--- src/rtl/serial_pkg.sv ---
// Shared definitions for the serial link: transmitter FSM encoding and the
// default frame geometry used by both the transmit and receive ends.
package serial_pkg;

  typedef enum logic [1:0] {IDLE, START, DATA, STOP} tx_state_t;

  localparam int DEFAULT_DATA_W       = 8;
  localparam int DEFAULT_CLKS_PER_BIT = 4;

endpackage

--- src/rtl/baud_tick.sv ---
// Bit-period timer: counts 0..CLKS_PER_BIT-1 while enabled and pulses tick on
// the last cycle of each bit. Held at zero whenever en is low.
module baud_tick #(
  parameter int CLKS_PER_BIT = 4
) (
  input  logic clk,
  input  logic rst,
  input  logic en,
  output logic tick
);

  localparam int                CNT_W = $clog2(CLKS_PER_BIT);
  localparam logic [CNT_W-1:0]  LAST  = CNT_W'(CLKS_PER_BIT - 1);

  logic [CNT_W-1:0] cnt;

  always_ff @(posedge clk) begin
    if (rst || !en) begin
      cnt <= '0;
    end else if (cnt == LAST) begin
      cnt <= '0;
    end else begin
      cnt <= cnt + 1'b1;
    end
  end

  assign tick = en && (cnt == LAST);

endmodule

--- src/rtl/serial_tx.sv ---
// Serial transmitter: start bit, DATA_W data bits LSB first, one stop bit,
// each bit held CLKS_PER_BIT cycles on a registered, idle-high line.
module serial_tx
  import serial_pkg::*;
#(
  parameter int DATA_W       = DEFAULT_DATA_W,
  parameter int CLKS_PER_BIT = DEFAULT_CLKS_PER_BIT
) (
  input  logic              clk,
  input  logic              rst,
  input  logic              tx_valid,
  input  logic [DATA_W-1:0] tx_data,
  output logic              tx_ready,
  output logic              tx,
  output logic              busy,
  output tx_state_t         state_dbg
);

  localparam int               BIT_W    = (DATA_W > 1) ? $clog2(DATA_W) : 1;
  localparam logic [BIT_W-1:0] LAST_BIT = BIT_W'(DATA_W - 1);

  tx_state_t         state, state_n;
  logic [BIT_W-1:0]  bit_idx, bit_idx_n;
  logic [DATA_W-1:0] shreg, shreg_n;
  logic              tx_n;
  logic              tick;

  // Handshake: a word transfers in any cycle where tx_valid && tx_ready;
  // tx_ready is only high in IDLE outside reset, so the producer may hold
  // tx_valid high and the next word is taken right after the stop bit.
  assign tx_ready  = (state == IDLE) && !rst;
  assign state_dbg = state;

  baud_tick #(.CLKS_PER_BIT(CLKS_PER_BIT)) u_baud (
    .clk  (clk),
    .rst  (rst),
    .en   (busy),
    .tick (tick)
  );

  always_comb begin
    state_n   = state;
    bit_idx_n = bit_idx;
    shreg_n   = shreg;
    case (state)
      IDLE: begin
        if (tx_valid && tx_ready) begin
          state_n   = START;
          shreg_n   = tx_data;
          bit_idx_n = '0;
        end
      end
      START: begin
        if (tick) begin
          state_n   = DATA;
          bit_idx_n = '0;
        end
      end
      DATA: begin
        if (tick) begin
          shreg_n = shreg >> 1;
          if (bit_idx == LAST_BIT) begin
            state_n = STOP;
          end else begin
            bit_idx_n = bit_idx + 1'b1;
          end
        end
      end
      STOP: begin
        if (tick) state_n = IDLE;
      end
      default: state_n = IDLE;
    endcase

    // The line is registered, so it is driven from the state being entered.
    case (state_n)
      START:   tx_n = 1'b0;
      DATA:    tx_n = shreg_n[0];
      default: tx_n = 1'b1;
    endcase
  end

  always_ff @(posedge clk) begin
    if (rst) begin
      state   <= IDLE;
      bit_idx <= '0;
      shreg   <= '0;
      tx      <= 1'b1;
      busy    <= 1'b0;
    end else begin
      state   <= state_n;
      bit_idx <= bit_idx_n;
      shreg   <= shreg_n;
      tx      <= tx_n;
      busy    <= (state_n != IDLE);
    end
  end

endmodule

--- config.mk ---
export PLATFORM = sky130hd
export DESIGN_NAME = serial_tx
export DESIGN_NICKNAME = d
export VERILOG_FILES = /design/src/rtl/serial_pkg.sv /design/src/rtl/baud_tick.sv /design/src/rtl/serial_tx.sv
export SDC_FILE = /design/constraint.sdc
export NUM_CORES = 1
export LEC_CHECK = 0
export CORE_UTILIZATION = 48
export DETAILED_ROUTE_END_ITERATION = 6
export PLACE_DENSITY = 0.75
export SETUP_SLACK_MARGIN = 0.4
export SYNTH_ARGS = -nofsm -noshare
export SYNTH_HDL_FRONTEND = slang
export SYNTH_SLANG_ARGS = --single-unit
--- constraint.sdc ---
create_clock -name clk -period 2.2 [get_ports clk]
set_input_delay 0.33 -clock clk [delete_from_list [all_inputs] [get_ports clk]]
set_output_delay 0.33 -clock clk [all_outputs]
set_load 0.02 [all_outputs]
==> qor.csv, run 1 <==
stage;metric;value;unit
global_route;grt_max_degree;13;
logic_synthesis;synth_flop_cell;dfxtp_1;
cells_and_area;final-instance-count-excl-fill;113;
critical_path;cp_data_required_time;1.87;ns
timing;max_freq;583;MHz
power;power.density;590;nW/um2
global_route;grt-ovfl-total;0;
cells_and_area;final_nets;112;
timing;fin_crit;1.72;ns
worst_hold_path;hold_path_class;flop to flop;
floorplan;ios;16;
floorplan;rows;14;
logic_synthesis;yosysSeqAreaShare;0.429;
power;peakVddDrop;465;uV
critical_path;path_max_fanout;10;
global_route;antenna_found_initial;0;
critical_path;end_kind;output pin;
clock_tree;clk_pin_slew;0.08;ns
routing;ant_nets;0;
logic_synthesis;yosysWarnings;0;
logic_synthesis;synth_edf_count;0;
power;power;575;uW
global_route;grt_pass1_vias;565;
logic_synthesis;async_flop_share;0;
global_route;met1_usage;0.233;
critical_path;critPathSlowestCell;clkdlybuf4s50_1;
timing;slew_violations;0;
cells_and_area;area_growth_syn_to_layout;23.0;%
global_route;busiest_layer;met2;
critical_path;cpPeakStageDelay;0.64;ns
logic_synthesis;syn-num-nets;94;
timing;finalHoldViolCount;0;
timing;finalCritPeriodShare;0.780;
placement;gp_congestion;0.710;
power;clock_power_share;0.285;
run_status;outcome;completed;
power;comb_power_share;0.138;
critical_path;cp_num_buf_inv;1;
timing;setup_tns;0;ns
logic_synthesis;avgSynthCellArea;9.92;um2
timing;grt_setup_unrepaired;no;
logic_synthesis;ys_types;30;
global_route;met2_usage;0.267;
timing;finalClockSkew;0.00736;ns
floorplan;core-area;1520;um2
critical_path;cp-start-kind;flop;
routing;vias;630;
routing;route.detailed.drc;0;
logic_synthesis;synth_area_leader_cell;dfxtp_1;
power;seq_power_share;0.577;
routing;dr.pass1.iters;5;
power;p_sw;141;uW
power;swShare;0.245;
cells_and_area;diodes;0;
global_route;grt_use_met3;0.0638;
routing;routed_wl;1470;um
critical_path;crit_arrival;1.39;ns
placement;portBuffers;15;
placement;placed_cells;109;
critical_path;critPathTopFamily;buffers and inverters;
floorplan;die_y;42.7;um
logic_synthesis;syn-cell-area;793;um2
clock_tree;htree_levels;1;
placement;dpl.hpwl;1050;um
clock_tree;clock_path_buffers;2;
power;p_int;434;uW
timing;worst_pin_slew;0.359;ns
clock_tree;cts_setup_buffers;0;
logic_synthesis;synthTopCellsByArea;dfxtp_1 43%, a22oi_1 6.6%, a21oi_1 6.3%, buf_6 5.7%, ha_1 4.7%;
clock_tree;worst_skew_pair.late_latency;0.29;ns
clock_tree;tritoncts;yes;
critical_path;crit_chain;clkdlybuf4s50_1;
routing;dr.first_iter.drc_count;10;
clock_tree;cts_buffers;3;
floorplan;start_util;0.521;
global_route;grt_pass1_wl;2460;um
logic_synthesis;ys_ff_latch;17;
cells_and_area;drive_above_1_share;0.186;
flow_run;cap_viol_max_count;0;
cells_and_area;postLayoutCoreUtil;0.640;
critical_path;worstSetupPathType;flop to output pin;
cells_and_area;fill_cells;131;
power;p_leak;0.371;nW
clock_tree;hold_buffers;0;
logic_synthesis;post-synth-top-count-cell;dfxtp_1;
timing;relSlewSlack;0.761;
timing;finalSetupViolCount;0;
routing;drt-wirelength-per-cell;13.0;um
logic_synthesis;synth.top_cell.area_share;0.429;
clock_tree;clock-sinks;17;
logic_synthesis;synth_top_cells_by_count;17 x dfxtp_1, 10 x a21oi_1, 9 x nand2_1;
clock_tree;root_buffer;clkbuf_4;
routing;via_per_inst;5.58;
global_route;grt_usage;0.185;
logic_synthesis;syn_inst;80;
floorplan;die_w;42.7;um
floorplan;die-area;1820;um2
-- final cells by class --
type,instances,area [um2],area share
multi-input combinational,55,398,0.408
clock buffer,4,26.3,0.0269
inverter,2,7.51,0.00769
timing repair buffer,19,179,0.183
tap,16,20.0,0.0205
sequential,17,345,0.354
-- per-layer routing --
metal  up-vias  part of all wire
met1       285              0.48
met3         4             0.062
met4         0             0.022
li1        326                 -
met5         -                 0
met2        15              0.44
-- cells in the final DEF (no fill, tap or decap), types with 2 or more instances in the layout --
master	synthesis	layout
a22oi_1	7	7
o21ai_2	1	2
clkbuf_4	0	3
buf_4	1	3
inv_1	2	2
nand2_1	9	9
or4b_1	2	2
dfxtp_1	17	15
ha_2	0	2
a21oi_1	10	10
clkdlybuf4s50_1	0	14
nor2_1	5	5
-- stage by stage --
step	worst slack [ns]	hold WS [ns]	instance area (um2)
2_1_floorplan	0.404	0.405	793
3_3_place_gp	0.159	0.411	927
3_5_place_dp	0.146	0.418	927
4_1_cts	0.431	0.431	955
5_1_grt	0.400	0.459	976
6_report	0.483	0.432	976
-- power by group through the flow --
stage          logic [mW]  clock network (mW)  registers, mW
2_1_floorplan      0.0447                   0          0.338
3_3_place_gp       0.0778                   0          0.337
3_5_place_dp       0.0784                   0          0.338
4_1_cts            0.0777               0.174          0.331
5_1_grt            0.0867               0.184          0.334
6_report           0.0792               0.164          0.332
-- logic make-up after synthesis --
| group | count (synthesis) | synth area share |
|---|---|---|
| XOR/XNOR | 1 | 0.0110 |
| adder cells (fa/ha/maj) | 3 | 0.0473 |
| AND/OR/NAND/NOR | 25 | 0.185 |
| multiplexers | 1 | 0.0126 |
| AO/OA/AOI/OAI | 25 | 0.222 |
| flip-flops | 17 | 0.429 |
| buffers and inverters | 8 | 0.0931 |
-- sequential cells by signal (all words and copies together), names as in the netlist --
| register | flops |
|---|---|
| bit_idx | 3 |
| tx | 1 |
| busy | 1 |
| state_dbg | 2 |
| u_baud.cnt | 2 |
| shreg | 8 |
-- worst paths after layout --
path,from,endpoint,slack (ns),cells after the start
setup / recovery,state_dbg[1],state_dbg[1],0.48,1
hold / removal,u_baud.cnt[0],u_baud.cnt[0],0.43,1
setup reg to reg,u_baud.cnt[0],tx,0.49,6
hold reg to reg,u_baud.cnt[0],u_baud.cnt[0],0.43,1
-- repair_timing --
item | CTS | global route
resized for setup | 3 | 11
gates cloned | 0 | 0
setup endpoints to repair | 3 | 4
(Power assumes the default switching activity.)
==> inputs of run 2 (changes only) <==
- clock period: 2.2 -> 1.6 ns (I/O delays scaled with it)
==> run 2 against run 1 <==
Against the previous run:
- setup slack got worse by 0.48 ns
- cell count increased by 19%
- critical path depth increased by 5
- global-route usage increased by 6.4 points
- routed wire length increased by 93%
- the run now ends with negative setup slack left
==> qor.csv, run 2 (synthesis results as in run 1) <==
stage;metric;value;unit;change
power;peakVddDrop;563;uV;+21%
clock_tree;clock_path_buffers;2;;unchanged
clock_tree;clk_pin_slew;0.10;ns;+0.02 ns
cells_and_area;post-route-cell-area;1360;um2;+40%
run_status;violations;negative setup slack;;
timing;finalClockSkew;0.0107;ns;+0.00337 ns
timing;fin_crit;1.60;ns;
critical_path;crit_chain;ha_4 -> ha_4 -> o21ai_2 -> o21ai_2 -> or4b_1 -> a21oi_1;;
critical_path;cp_num_buf_inv;0;;-1
clock_tree;worst_skew_pair.late_latency;0.29;ns;about the same
global_route;grt-ovfl-total;0;;unchanged
placement;dpl.hpwl;1190;um;+13%
cells_and_area;regArea;357;um2;+3.3%
cells_and_area;drive_above_1_share;0.588;;+0.403
cells_and_area;layout_common_cells;16 x buf_4, 12 x buf_6, 10 x dfxtp_1;;
cells_and_area;fill_cells;69;;-47%
critical_path;crit_arrival;1.83;ns;+0.44 ns
floorplan;ios;16;;unchanged
flow_run;cap_viol_max_count;0;;unchanged
clock_tree;hold_buffers;0;;unchanged
timing;relSlewSlack;0.816;;+0.0556
floorplan;core-area;1520;um2;unchanged
floorplan;start_util;0.521;;unchanged
cells_and_area;area_growth_syn_to_layout;71.8;%;
timing;max_freq;625;MHz;
global_route;antenna_found_initial;0;;unchanged
timing;setup_ws;-0.000978;ns;-0.484 ns
critical_path;cp_data_required_time;1.83;ns;-0.04 ns
critical_path;cpPeakStageDelay;0.50;ns;-0.14 ns
cells_and_area;regMostFlops;shreg;;
timing;finalHoldViolCount;0;;unchanged
critical_path;critPathTopFamily;simple AND/OR/NAND/NOR gates;;
floorplan;die-area;1820;um2;unchanged
global_route;grt_usage;0.248;;+0.0638
timing;finalCritPeriodShare;1.00;;
power;p_leak;0.525;nW;+42%
routing;via_per_inst;5.78;;+3.6%
routing;routed_wl;2840;um;+93%
critical_path;path_max_fanout;3;;-7
floorplan;rows;14;;unchanged
timing;slew_violations;0;;unchanged
cells_and_area;reg_top3;shreg: 8 flops, bit_idx: 3 flops;;
critical_path;critPathSlowestCell;or4b_1;;
cells_and_area;largest_register_ffs;8;;unchanged
timing;finalSetupViolCount;1;;+1
routing;ant_nets;0;;unchanged
placement;portBuffers;15;;unchanged
clock_tree;clock-sinks;17;;unchanged
global_route;grt_pass1_wl;3360;um;+37%
cells_and_area;multi_input_area;579;um2;+46%
placement;gp_congestion;0.751;;+5.7%
clock_tree;root_buffer;clkbuf_4;;
critical_path;cp-start-kind;flop;;
routing;dr.pass1.iters;3;;-2
placement;placed_area;998;um2;+7.7%
floorplan;die_y;42.7;um;unchanged
power;power;873;uW;+52%
routing;dr.first_iter.drc_count;20;;+10
cells_and_area;diodes;0;;unchanged
clock_tree;cts_buffers;3;;unchanged
critical_path;worstSetupPathType;flop to flop;;
clock_tree;htree_levels;1;;unchanged
clock_tree;tritoncts;yes;;
timing;grt_setup_unrepaired;yes;;
cells_and_area;final_common_cell;buf_4;;
routing;route.detailed.drc;0;;unchanged
run_status;outcome;finished, violations left;;
power;power.density;641;nW/um2;+8.7%
floorplan;die_w;42.7;um;unchanged
worst_hold_path;hold_path_class;flop to flop;;
routing;drt-wirelength-per-cell;21.1;um;+61%
global_route;grt_max_degree;11;;-2
critical_path;end_kind;flop;;
timing;worst_pin_slew;0.276;ns;-0.0830 ns
global_route;grt_pass1_vias;753;;+33%
cells_and_area;final_nets;134;;+20%
routing;vias;780;;+24%
==> run 2: cell types whose count changed in the layout (fill, tap and decap cells not counted), sizes merged <==
cell           previous run  this run
clkbuf                    5         4
buf                       4        30
dlygate4sd2               0         2
clkdlybuf4s50            14         9
==> run 2: metrics by stage <==
stage                     utilization  hold slack [ns]  std cells  worst slack, ns    TNS, ns
after floorplan                     -            0.401         80         -0.00698   -0.00698
after global placement          0.655            0.423        116           -0.251      -1.93
after detailed placement        0.655            0.426        116           -0.345      -2.74
after CTS                       0.763            0.448        127          0.00688          0
after global routing            0.894            0.503        135          -0.0444     -0.105
final                           0.894            0.481        135        -0.000978  -0.000978
==> run 2: final timing paths <==
kind / startpoint / to / slack (ns) / cells past startpoint
max reg2reg: bit_idx[0] / bit_idx[1] / -0.001 / 6
max: bit_idx[0] / bit_idx[1] / -0.001 / 6
min: shreg[1] / shreg[1] / 0.48 / 2
min reg2reg: shreg[1] / shreg[1] / 0.48 / 2
==> run 2: where the power goes <==
part           total [mW]  switching, mW  internal (mW)
sequential          0.459         0.0209          0.438
combinational       0.184         0.0855         0.0989
clock               0.230          0.133         0.0970
==> run 2: area by class of cell <==
| class | instances | share of cell area |
|---|---|---|
| Inverter | 2 | 0.00551 |
| Clock buffer | 4 | 0.0193 |
| Sequential cell | 17 | 0.262 |
| Tap cell | 16 | 0.0147 |
| Timing Repair Buffer | 41 | 0.274 |
| Multi-Input combinational cell | 55 | 0.425 |
==> run 2: worst register-to-register path, stage by stage (launching register included) <==
cell and delay, ns:
dfxtp_2 0.35, ha_4 0.16, ha_4 0.15, o21ai_2 0.14, o21ai_2 0.10, or4b_1 0.50, a21oi_1 0.14
==> run 2: what timing repair did <==
action / 4_1_cts / 5_1_grt
setup buffers: 7 / 8
gates cloned: 0 / 0
pin swaps: 13 / 21
setup endpoints to repair: 20 / 19
hold endpoints to repair: 0 / 0
resized for setup: 36 / 37
==> run 2: metal layers <==
layer | GRT usage | wire, um | up-vias
li1 | - | - | 372
met1 | 0.325 | 1210 | 373
met2 | 0.376 | 1430 | 23
met3 | 0.0723 | 86 | 12
met4 | 0.113 | 123 | 0
met5 | 0 | 0 | -
==> inputs of run 3 (changes only) <==
- CAP_MARGIN: not set -> 20
- clock period: 1.6 -> 1.53 ns (I/O delays scaled with it)
==> run 3 against run 2 <==
Against the previous run:
- the flow still finishes with violations (negative setup slack)
- via count is 1.7% lower
- cell count is 1.5% lower
- count of clock-buffer cells in the layout is 1 lower
- highest routed layer unchanged
- first-iteration DRC count is 60% lower
- die area stayed put
- utilization is 1.3 points lower
- largest cell class unchanged
==> qor.csv, run 3 (synthesis results as in run 1) <==
stage;metric;value;unit;change
timing;finalCritPeriodShare;1.02;;+0.0209
timing;finalHoldViolCount;0;;unchanged
clock_tree;worst_skew_pair.late_latency;0.31;ns;+0.02 ns
global_route;grt-ovfl-total;0;;unchanged
global_route;grt_pass1_wl;3240;um;-3.5%
floorplan;start_util;0.521;;unchanged
power;p_int;660;uW;+4.1%
cells_and_area;final-instance-count-excl-fill;133;;-1.5%
timing;grt_setup_unrepaired;yes;;
timing;setup_ws;-0.0329;ns;-0.0319 ns
global_route;grt_max_degree;11;;unchanged
clock_tree;htree_levels;1;;unchanged
timing;relSlewSlack;0.803;;-0.0134
timing;max_freq;640;MHz;+2.4%
routing;drt-wirelength-per-cell;18.0;um;-15%
timing;slew_violations;0;;unchanged
power;p_leak;0.512;nW;-2.5%
critical_path;worstSetupPathType;flop to flop;;
power;clock_power_share;0.275;;+0.011
timing;finalClockSkew;0.0116;ns;+0.000873 ns
critical_path;crit_chain;ha_4 -> ha_4 -> buf_4 -> a221o_1 -> a2111oi_2 -> o21bai_1;;
clock_tree;hold_buffers;0;;unchanged
power;comb_power_share;0.206;;-0.005
clock_tree;cts_buffers;3;;unchanged
cells_and_area;diodes;0;;unchanged
floorplan;die-area;1820;um2;unchanged
clock_tree;clock-sinks;17;;unchanged
routing;vias;767;;-1.7%
floorplan;die_w;42.7;um;unchanged
routing;dr.first_iter.drc_count;8;;-60%
critical_path;cp-start-kind;flop;;
floorplan;die_y;42.7;um;unchanged
critical_path;cp_num_buf_inv;1;;+1
critical_path;critPathSlowestCell;dfxtp_2;;
clock_tree;clock_path_buffers;2;;unchanged
floorplan;core-area;1520;um2;unchanged
routing;route.detailed.drc;0;;unchanged
placement;placed_area;991;um2;-0.75%
timing;hold_ws;0.462;ns;-0.0193 ns
global_route;antenna_found_initial;0;;unchanged
routing;ant_nets;0;;unchanged
floorplan;ios;16;;unchanged
flow_run;cap_viol_max_count;0;;unchanged
timing;finalSetupViolCount;3;;+2
critical_path;crit_arrival;1.77;ns;-0.06 ns
cells_and_area;largest_register_ffs;8;;unchanged
power;seq_power_share;0.519;;-0.006
placement;portBuffers;15;;unchanged
placement;place_ws;-0.379;ns;-0.0345 ns
cells_and_area;regMostFlops;shreg;;
timing;fin_crit;1.56;ns;-0.0381 ns
worst_hold_path;hold_path_class;flop to flop;;
power;peakVddDrop;505;uV;-10%
clock_tree;clk_pin_slew;0.11;ns;about the same
global_route;grt_usage;0.250;;+0.00177
timing;worst_pin_slew;0.295;ns;+0.0195 ns
placement;placed_cells;115;;-0.86%
routing;dr.pass1.iters;4;;+1
run_status;outcome;finished, violations left;;
critical_path;cp_data_required_time;1.74;ns;-0.09 ns
critical_path;path_max_fanout;3;;unchanged
floorplan;rows;14;;unchanged
cells_and_area;area_growth_syn_to_layout;69.2;%;
power;power.density;687;nW/um2;+7.2%
cells_and_area;final_nets;132;;-1.5%
routing;routed_wl;2390;um;-16%
critical_path;critPathTopFamily;compound AO/OA/AOI/OAI gates;;
run_status;violations;negative setup slack;;
critical_path;path_common_cell;ha_4;;
placement;gp_congestion;0.731;;-2.6%
placement;dpl.hpwl;1100;um;-7.6%
critical_path;end_kind;flop;;
cells_and_area;reg_top3;shreg: 8 flops, bit_idx: 3 flops;;
critical_path;cpPeakStageDelay;0.35;ns;-0.15 ns
clock_tree;root_buffer;clkbuf_4;;
cells_and_area;layout_common_cells;17 x buf_4, 10 x dfxtp_1, 9 x a21oi_2, 9 x clkdlybuf4s50_1, 8 x buf_6;;
cells_and_area;post-route-cell-area;1340;um2;-1.5%
global_route;grt_pass1_vias;736;;-2.3%
power;p_sw;263;uW;+9.8%
cells_and_area;drive_above_1_share;0.650;;+0.0613
power;power;923;uW;+5.7%
cells_and_area;final_common_cell;buf_4;;
power;swShare;0.285;;+0.0108
clock_tree;tritoncts;yes;;
routing;via_per_inst;5.77;;-0.19%
[run 3: changes by cell type in the layout (fill, tap and decap cells not counted), sizes merged]
cell         delta
buf             -2
dlygate4sd2     -1
clkinv          +1
[run 3: layer usage]
layer	up-vias	GRT usage	part of all wire
met3	9	0.0851	0.029
met2	17	0.382	0.49
met1	374	0.303	0.45
li1	367	-	-
met4	0	0.144	0.035
met5	-	0	0
[run 3: metrics by stage]
| stage | TNS, ns | util |
|---|---|---|
| 6_report | -0.0969 | 0.881 |
| 5_1_grt | -0.208 | 0.881 |
| 4_1_cts | -0.0614 | 0.787 |
| 3_5_place_dp | -3.23 | 0.650 |
| 3_3_place_gp | -2.69 | 0.650 |
| 2_1_floorplan | -0.169 | - |
[run 3: path summary, 6_finish.rpt]
kind                                      end  depth (start not counted)  slack [ns]     startpoint
worst max-delay path                       tx                          6       -0.03     bit_idx[0]
worst min-delay path            u_baud.cnt[0]                          1        0.46  u_baud.cnt[0]
worst max register to register             tx                          6       -0.03     bit_idx[0]
worst min register to register  u_baud.cnt[0]                          1        0.46  u_baud.cnt[0]
[run 3: cell type report]
type                       instances  area [um2]
multi-input combinational         55         584
inverter                           2        7.51
clock buffer                       3        22.5
tap                               16        20.0
sequential                        17         354
timing repair buffer              39         349
clock inverter                     1        5.00
fill                              78         181
[run 3: worst register-to-register path: cells and delay by family, from the launching register on]
| kind | cells | cell delay [ns] |
|---|---|---|
| AOI/OAI and AO/OA | 3 | 0.68 |
| adders and majority gates | 2 | 0.32 |
| buffers and inverters | 1 | 0.13 |
| DFF | 1 | 0.35 |
[run 3: power groups by stage]
stage	registers [mW]	clock network, mW	logic [mW]
6_report	0.479	0.253	0.190
5_1_grt	0.481	0.276	0.199
4_1_cts	0.476	0.264	0.154
3_5_place_dp	0.484	0	0.124
3_3_place_gp	0.484	0	0.122
2_1_floorplan	0.485	0	0.0671
[run 3: what timing repair did]
action	4_1_cts	5_1_grt
gates resized for setup	58	23
pin swaps	24	9
endpoints found under the setup margin	19	22
setup buffers	8	6
